<file path="config.mk">
export PLATFORM = sky130hd
export DESIGN_NAME = systolic_skew_feeder
export DESIGN_NICKNAME = d
export VERILOG_FILES = /design/src/rtl/systolic_pkg.sv /design/src/rtl/systolic_skew_feeder_skew_lane.sv /design/src/rtl/systolic_skew_feeder.sv
export SDC_FILE = /design/constraint.sdc
export NUM_CORES = 1
export LEC_CHECK = 0
export CAP_MARGIN = 5
export CORE_MARGIN = 5
export CORE_UTILIZATION = 28
export CTS_CLUSTER_DIAMETER = 40
export DETAILED_ROUTE_END_ITERATION = 8
export GPL_ROUTABILITY_DRIVEN = 0
export PLACE_DENSITY = 0.62
export SLEW_MARGIN = 25
export SYNTH_ARGS = -nofsm -noshare
export SYNTH_HDL_FRONTEND = slang
export SYNTH_HIERARCHICAL = 1
export SYNTH_SLANG_ARGS = --single-unit
</file>
<file path="constraint.sdc">
create_clock -name clk -period 7.8 [get_ports clk]
set_input_delay 1.56 -clock clk [delete_from_list [all_inputs] [get_ports clk]]
set_output_delay 1.56 -clock clk [all_outputs]
set_load 0.01 [all_outputs]
</file>
<file path="src/rtl/systolic_pkg.sv">
// Shared definitions for the 4x4 systolic array and its skew feeder.
package systolic_pkg;

   localparam int ARRAY_DIM  = 4;
   localparam int FEED_STEPS = 2 * ARRAY_DIM - 1;

   typedef enum logic [1:0] {
      IDLE  = 2'd0,
      FEED  = 2'd1,
      DRAIN = 2'd2
   } state_e;

   // Bit offset of element (row, col) in a row-major packed tile.
   function automatic int unsigned elem_off(input int unsigned row, input int unsigned col,
                                            input int unsigned width);
      return (row * ARRAY_DIM + col) * width;
   endfunction

endpackage

</file>
<file path="src/rtl/systolic_skew_feeder_skew_lane.sv">
// One skewed lane: registers vec[step-LANE] while enabled, otherwise zero.
module skew_lane
   import systolic_pkg::*;
#(
   parameter int LANE      = 0,
   parameter int BIT_WIDTH = 16
) (
   input  logic                           clk,
   input  logic                           rst_n,
   input  logic                           en,
   input  logic [2:0]                     step,
   input  logic [ARRAY_DIM*BIT_WIDTH-1:0] vec,
   output logic [BIT_WIDTH-1:0]           lane_out
);

   logic [BIT_WIDTH-1:0] out_d;
   logic [BIT_WIDTH-1:0] out_q;
   logic [2:0]           pos;

   always_comb begin
      pos   = step - 3'(LANE);
      out_d = '0;
      if (en && (step >= 3'(LANE)) && (pos < 3'(ARRAY_DIM))) begin
         out_d = vec[int'(pos[1:0]) * BIT_WIDTH +: BIT_WIDTH];
      end
   end

   always_ff @(posedge clk or negedge rst_n) begin
      if (!rst_n) begin
         out_q <= '0;
      end else begin
         out_q <= out_d;
      end
   end

   assign lane_out = out_q;

endmodule

</file>
<file path="src/rtl/systolic_skew_feeder.sv">
// Diagonal skew feeder for systolic_array_4x4.
// Define SKEW_FEEDER_B_COLMAJOR_EN to take b_tile in column-major layout.
//
// state | meaning
// IDLE  | ready for a tile pair; block_done pulses here on the first cycle
// FEED  | driving skew steps 0..6 onto west/north
// DRAIN | outputs zero while the array finishes, DRAIN_CYC cycles
module systolic_skew_feeder
   import systolic_pkg::*;
#(
   parameter int BIT_WIDTH  = 16,
   parameter int FRAC_WIDTH = 8,
   parameter int DRAIN_CYC  = 6
) (
   input  logic                    clk,
   input  logic                    rst_n,
   input  logic                    in_valid,
   output logic                    in_ready,
   input  logic [16*BIT_WIDTH-1:0] a_tile,
   input  logic [16*BIT_WIDTH-1:0] b_tile,
   output logic [BIT_WIDTH-1:0]    west_in0,
   output logic [BIT_WIDTH-1:0]    west_in1,
   output logic [BIT_WIDTH-1:0]    west_in2,
   output logic [BIT_WIDTH-1:0]    west_in3,
   output logic [BIT_WIDTH-1:0]    north_in0,
   output logic [BIT_WIDTH-1:0]    north_in1,
   output logic [BIT_WIDTH-1:0]    north_in2,
   output logic [BIT_WIDTH-1:0]    north_in3,
   output logic                    busy,
   output logic                    block_done
);

   localparam int TILE_W = ARRAY_DIM * ARRAY_DIM * BIT_WIDTH;
   localparam int VEC_W  = ARRAY_DIM * BIT_WIDTH;
   localparam int DRN_W  = (DRAIN_CYC > 0) ? $clog2(DRAIN_CYC + 1) : 1;
   localparam logic [DRN_W-1:0] DRAIN_LAST = DRN_W'((DRAIN_CYC > 0) ? DRAIN_CYC - 1 : 0);
   localparam logic [2:0]       LAST_STEP  = 3'(FEED_STEPS - 1);

   if (FRAC_WIDTH >= BIT_WIDTH) begin : g_bad_frac
      $error("FRAC_WIDTH must be smaller than BIT_WIDTH");
   end

   state_e             state_q, state_d;
   logic [2:0]         step_q, step_d;
   logic [DRN_W-1:0]   drain_q, drain_d;
   logic [TILE_W-1:0]  a_q, a_d, b_q, b_d;
   logic               done_q, done_d;
   logic               accept;
   logic               lane_en;
   logic [2:0]         lane_step;
   logic [TILE_W-1:0]  a_src, b_src;

   logic [ARRAY_DIM-1:0][VEC_W-1:0] west_vec;
   logic [ARRAY_DIM-1:0][VEC_W-1:0] north_vec;
   logic [BIT_WIDTH-1:0]            west_lane  [ARRAY_DIM];
   logic [BIT_WIDTH-1:0]            north_lane [ARRAY_DIM];

   assign accept   = (state_q == IDLE) && in_valid;
   assign in_ready = (state_q == IDLE);
   assign busy     = (state_q != IDLE);

   always_comb begin
      state_d   = state_q;
      step_d    = step_q;
      drain_d   = drain_q;
      a_d       = a_q;
      b_d       = b_q;
      done_d    = 1'b0;
      lane_en   = 1'b0;
      lane_step = step_q + 3'd1;
      case (state_q)
         IDLE: begin
            if (in_valid) begin
               state_d   = FEED;
               step_d    = '0;
               a_d       = a_tile;
               b_d       = b_tile;
               lane_en   = 1'b1;
               lane_step = '0;
            end
         end
         FEED: begin
            if (step_q == LAST_STEP) begin
               step_d  = '0;
               drain_d = '0;
               if (DRAIN_CYC == 0) begin
                  state_d = IDLE;
                  done_d  = 1'b1;
               end else begin
                  state_d = DRAIN;
               end
            end else begin
               step_d  = step_q + 3'd1;
               lane_en = 1'b1;
            end
         end
         DRAIN: begin
            if (drain_q == DRAIN_LAST) begin
               state_d = IDLE;
               drain_d = '0;
               done_d  = 1'b1;
            end else begin
               drain_d = drain_q + 1'b1;
            end
         end
         default: state_d = IDLE;
      endcase
   end

   always_ff @(posedge clk or negedge rst_n) begin
      if (!rst_n) begin
         state_q <= IDLE;
         step_q  <= '0;
         drain_q <= '0;
         a_q     <= '0;
         b_q     <= '0;
         done_q  <= 1'b0;
      end else begin
         state_q <= state_d;
         step_q  <= step_d;
         drain_q <= drain_d;
         a_q     <= a_d;
         b_q     <= b_d;
         done_q  <= done_d;
      end
   end

   // Step 0 is loaded on the accept edge, before the tile registers hold the new pair.
   assign a_src = accept ? a_tile : a_q;
   assign b_src = accept ? b_tile : b_q;

   for (genvar gl = 0; gl < ARRAY_DIM; gl++) begin : g_lane
      for (genvar gk = 0; gk < ARRAY_DIM; gk++) begin : g_elem
         assign west_vec[gl][gk*BIT_WIDTH +: BIT_WIDTH] = a_src[elem_off(gl, gk, BIT_WIDTH) +: BIT_WIDTH];
`ifdef SKEW_FEEDER_B_COLMAJOR_EN
         assign north_vec[gl][gk*BIT_WIDTH +: BIT_WIDTH] = b_src[elem_off(gl, gk, BIT_WIDTH) +: BIT_WIDTH];
`else
         assign north_vec[gl][gk*BIT_WIDTH +: BIT_WIDTH] = b_src[elem_off(gk, gl, BIT_WIDTH) +: BIT_WIDTH];
`endif
      end

      skew_lane #(.LANE(gl), .BIT_WIDTH(BIT_WIDTH)) u_west (
         .clk      (clk),
         .rst_n    (rst_n),
         .en       (lane_en),
         .step     (lane_step),
         .vec      (west_vec[gl]),
         .lane_out (west_lane[gl])
      );

      skew_lane #(.LANE(gl), .BIT_WIDTH(BIT_WIDTH)) u_north (
         .clk      (clk),
         .rst_n    (rst_n),
         .en       (lane_en),
         .step     (lane_step),
         .vec      (north_vec[gl]),
         .lane_out (north_lane[gl])
      );
   end

   assign west_in0   = west_lane[0];
   assign west_in1   = west_lane[1];
   assign west_in2   = west_lane[2];
   assign west_in3   = west_lane[3];
   assign north_in0  = north_lane[0];
   assign north_in1  = north_lane[1];
   assign north_in2  = north_lane[2];
   assign north_in3  = north_lane[3];
   assign block_done = done_q;

endmodule
</file>
Word level (Yosys, flattened, before mapping)
Index checks and enable logic that the tools add are counted.
Widths: inputs -> output; s select.
Cells by class
  $add $sub $neg: 5
  multiply operators: 0
  div/mod/pow operators: 0
  magnitude comparators: 8
  equal/unequal tests: 7
  shifts and indexed selects: 8
  multiplexer cells: 27
  bitwise operators: 0
  reduce and logical (&&, ||, !) cells: 17
Operator list (count)
  $mux 256: 2
  $shiftx 64x7->16: 8
  $mux 16: 8
  $mux 3: 6
  $lt 3x3->1 const B: 4
  $pmux 3 s2: 2
  $logic_and 1x1->1: 9
  $add 3x1->3 const B: 2
  $eq 3x3->1 const B: 2
  $ge 3x1->1 const B: 2
  $ge 3x2->1 const B: 2
  $mux 2: 3
  $ne 2x2->1 const B: 3
  $pmux 2 s3: 1
  $reduce_and 2->1: 3
  $reduce_bool 2->1: 3
  $sub 3x2->3 const B: 2
  $mux 1: 4
  $reduce_and 3->1: 1
  $sub 3x1->3 const B: 1
  $eq 2x1->1 const B: 1
  $eq 2x2->1 const B: 1
  $logic_not 2->1: 1
  $pmux 1 s2: 1
Storage, ports and cells
  bits in registers: 649
  latch bits: 0
  RAM bits: 0
  memory bits (read-only): 0
  input bits: 515
  output and inout bits: 131
  memories kept: 0

Depth between registers and ports, before layout
  word-level depth: 7
  depth in mapped cells: 16
  gate-level depth less buffers: 7

By module
The synthesis kept the hierarchy.
By module, submodules not included
  systolic_skew_feeder: instances 1, cells each 1132, area an instance 20039.2 um^2
  skew_lane (g_lane[2].u_north ...): instances 2, cells each 64, area an instance 1057.3 um^2
  skew_lane (g_lane[1].u_north ...): instances 2, cells each 61, area an instance 1023.5 um^2
  skew_lane (g_lane[3].u_north ...): instances 2, cells each 59, area an instance 977.2 um^2
  skew_lane (g_lane[0].u_north ...): instances 2, cells each 73, area an instance 960.9 um^2

Worst setup path after synthesis
Ideal clock, no wire load.
  path type: input to register
  from: input port in_valid
  to: register g_lane[1].u_north.out_q[10]
  arrival: 4.348 ns
  slack: 3.332 ns
  stages: 14
  cell sequence: and2_4 -> buf_6 -> buf_6 -> buf_6 -> buf_6 -> nor2_1 -> buf_6 -> buf_6 -> inv_1 -> ha_1 -> buf_2 -> buf_2 -> mux4_2 -> and4_1
Between the ends
  word-level cells in the longest chain between the ends: 6
  elaborated cells between the ends (all ways): 13
  classes of those cells: add/sub: 1; order compare: 2; shift: 1; mux: 6; reduce/logical: 3
RTL lines
  start: declaration: RTL line systolic_skew_feeder.sv:17  | input logic in_valid,
  $mux 3 (*): RTL line systolic_skew_feeder.sv:73  | if (in_valid) begin
  $mux 3 (*): RTL line systolic_skew_feeder.sv:71  | case (state_q)
  named net lane_step[0]: RTL line systolic_skew_feeder.sv:50  | logic [2:0] lane_step;
  parallel branches: the longest is 3 deep, another holds $sub 3x1->3
  $mux 16 (*): RTL line systolic_skew_feeder_skew_lane.sv:23  | if (en && (step >= 3'(LANE)) && (pos < 3'(ARRAY_DIM))) begin
  named net g_lane[1].u_north.out_d[10]: RTL line systolic_skew_feeder_skew_lane.sv:16  | logic [BIT_WIDTH-1:0] out_d;
  end signal: assignment: RTL line systolic_skew_feeder_skew_lane.sv:32  | out_q <= out_d;
  end: declaration: RTL line systolic_skew_feeder_skew_lane.sv:17  | logic [BIT_WIDTH-1:0] out_q;
Mark *: on every way through the listed nets, which the timed path passes.
A chain may end at the register's enable or synchronous reset.

Worst setup path in the final report
  from: input port in_valid
  to: register g_lane[1].u_north.out_q[7]
Between the ends
  elaborated cells between the ends (all ways): 13
  classes of those cells: add/sub: 1; order compare: 2; shift: 1; mux: 6; reduce/logical: 3
RTL lines
  $logic_and 1x1->1: RTL line systolic_skew_feeder.sv:58  | assign accept = (state_q == IDLE) && in_valid;
  $mux 256: RTL line systolic_skew_feeder.sv:130  | assign b_src = accept ? b_tile : b_q;
  named net b_src[23]: RTL line systolic_skew_feeder.sv:51  | logic [TILE_W-1:0] a_src, b_src;
  $shiftx 64x7->16: RTL line systolic_skew_feeder_skew_lane.sv:24  | out_d = vec[int'(pos[1:0]) * BIT_WIDTH +: BIT_WIDTH];
  $mux 16: RTL line systolic_skew_feeder_skew_lane.sv:23
  named net g_lane[1].u_north.out_d[7]: RTL line systolic_skew_feeder_skew_lane.sv:16
The timed path passes the listed nets, and every way through them passes these cells.

==> summary.txt <==
Finish
  – Fillers: 9106
  – Area growth syn-to-layout: 41.5%
  – Layout cells sized above 1: 35.1%
  – Register area: 16200 sq um
  – Final net count: 2850
  – Non-Filler Instances: 3745
  – Footprint of the multi-input gates: 10800 sq um

Synthesis
  – Syn_nets: 2175
  – Register bit total from synthesis: 649
  – Synth Cell Area: 28100 sq um
  – Synth area leader: dfrtp_1
  – YS warnings: 6
  – Post-synth ARST share: 100%
  – Sequential-to-total area share from yosys stat: 57.8%
  – Post-Syn Area per Cell: 17.1 sq um
  – Count leader, synth: dfrtp_1
  – Synth cell count leaders: dfrtp_1, mux2_2, mux2_4, mux2i_1, mux4_2
  – Yosys cell types: 42
  – Synth top area cells: dfrtp_1, mux2_2, mux2_4
  – Top FF cell, synth: dfrtp_1
  – Top cell type's share of synthesized area: 57.8%
  – Post-synthesis cell count: 1646
  – EDFF count, synth: 0

Setup path
  – Slowest library cell on the worst path: buf_4
  – Most used cell, CP: buf_4
  – CP required: 8.35 ns
  – Kind of cell adding the most delay to the critical path: buffers and inverters
  – CP Buf/Inv Count: 3
  – Crit-path cells: clkdlybuf4s50_1, and2_4, buf_4, buf_4, mux2_2, mux4_2, and4_1
  – Crit. End Element: flop
  – Worst-path maximum fanout: 72
  – Critical Path Start Type: primary input
  – Crit path kind: in -> reg
  – Slowest stage delay, CP: 0.84 ns
  – Worst EP arrival: 5.22 ns

Floorplanning
  – Die Area: 107000 sq um
  – # rows: 116
  – Initial Util: 28.1%
  – Die width: 327 um
  – # IOs: 646
  – Core area: 99900 sq um
  – Die Ht: 327 um

Drt
  – DRC viols: 0
  – Final wirelength: 84900 um
  – 1st-iter DRT viols: 694
  – Routed length per instance: 22.7 um
  – Detail Route Antenna Nets: 0
  – Pre-Repair DR Iteration Count: 4
  – Drt via density: 4.57
  – Via Count: 17.1k

Clock network
  – Root buf cell: clkbuf_16
  – Postcts setup bufs: 0
  – Clk slew on worst S/H paths: 0.05 ns
  – Post-cts resize count: 0
  – Post-CTS Hold Buffers: 0
  – # clock sinks: 649
  – Max clock buf depth: 3
  – CTS Buf Count: 113
  – Clk_lat worst skew: 0.67 ns
  – TritonCTS clock tree: yes
  – H-tree levels: 3

Power and ir drop
  – Leakage: 17.0 nW
  – Comb power frac: 41.2%
  – Pwr dens: 454 nW/um^2
  – Sequential share of power: 29.8%
  – P_int: 12.3 mW
  – Peak supply drop: 0.000225 V
  – Clk pwr share: 29.0%
  – Switching portion of total power: 31.9%
  – NetSw: 5.76 mW

Timing
  – RSZ-0062 raised after global routing: false
  – Final Skew: 0.0248 ns
  – Slew Viols, Final: 0
  – Fin. Hold Viols: 0
  – Slew headroom: 30.9%
  – Final setup TNS: 0 ns
  – Slew @ Worst Pin: 1.01 ns
  – Slack of the critical path: 3.13 ns
  – Fmax: 214 MHz
  – Fin crit share: 59.9%
  – Setup violations, final: 0
  – Minimum clock period: 4.67 ns

GRT
  – Number of global-route vias before repair: 19.7k
  – Largest net degree at the start of global routing: 170
  – First-pass GRT wire length: 127000 um
  – Total grt overflow: 0
  – Initial antenna violation count: 48
  – Tot GR Track Use: 15.6%

Worst hold path
  – Hold crit path type: reg -> reg

Run
  – Max-cap violation count: 0

Placed design
  – Port bufs: 645
  – Hpwl dp: 59700 um
  – Place WS: 2.45 ns
  – Post-Place Cells: 3502

Status
  – Status: complete, no violations
through the flow:
stage | hold slack (ns) | instance area (sq um) | utilization, % | total power, mW
final | 0.487 | 39700 | 39.8 | 18.1
after floorplan | 0.464 | 28100 | - | 10.8
after detailed placement | 0.478 | 35500 | 35.6 | 13.0
after global placement | 0.473 | 35500 | 35.6 | 12.7
after global routing | 0.498 | 39700 | 39.8 | 19.1
after CTS | 0.489 | 39600 | 39.7 | 18.4
final timing paths:
path,start,end,slack (ns),cells after the start
worst max register to register,state_q[1],g_lane[1].u_north/lane_out[7],3.84,7
min in group asynchronous,rst_n,b_q[172],0.77,1
max in group asynchronous,rst_n,a_q[20],5.26,4
worst min register to register,b_q[209],b_q[209],0.49,1
worst min-delay path,b_q[209],b_q[209],0.49,1
worst max-delay path,in_valid,g_lane[1].u_north/lane_out[7],3.13,7
kinds of logic after synthesis:
logic type	Yosys count	synth area share [%]
and+or+nand+nor	99	2.53
muxes	672	32.6
DFF	649	57.8
adders and majority gates	14	0.624
xor gates and xnor gates	3	0.0936
buffers and inverters	133	3.68
AOI/OAI and AO/OA	76	2.59
routing by layer:
metal  global-route usage (%)  part of all wire [%]  routed length, um  up-vias
met5                        0                  0.18                153        -
met4                     7.08                   3.9               3300       24
met3                     5.63                   7.9               6700      191
met2                     26.0                    49              41600      567
met1                     18.1                    39              33100     8807
li1                         -                     -                  -     7536
final cells by class:
class	instances	share of cell area [%]
flip-flops and latches	649	40.9
multi-input cells	864	27.3
repair buffers	678	17.2
clock buffers	129	7.63
well taps	1298	4.09
clock inverters	81	2.61
diodes	31	0.195
inverters	15	0.142
power groups by stage:
stage,Combinational [mW],Sequential [mW],Clock [mW]
after CTS,7.61,5.41,5.36
after global placement,7.33,5.40,0
after floorplan,5.42,5.34,0
final,7.45,5.38,5.23
after detailed placement,7.57,5.45,0
after global routing,8.08,5.53,5.51
layout by cell type, fill, tap and decap left out, types with 15 or more instances in the layout:
cell type          n
mux2i_1           64
clkdlybuf4s50_1  644
and3_1            32
dfrtp_1          649
clkinv_4          18
clkbuf_16        115
inv_6             17
o22ai_2           20
and4_1            32
inv_1             15
mux4_1            34
mux2_4           125
diode_2           31
clkinvlp_4        15
bufinv_16         18
mux2_2           387
buf_4             22
o211a_1           32
mux4_2            62
registers in the layout, summed over array words and instances (netlist names):
name,cells
a_q,256
b_q,256
block_done,1
drain_q,3
g_lane.u_north/lane_out,64
g_lane.u_west/lane_out,64
state_q,2
step_q,3
No activity file was read; power rests on OpenSTA's default activity.
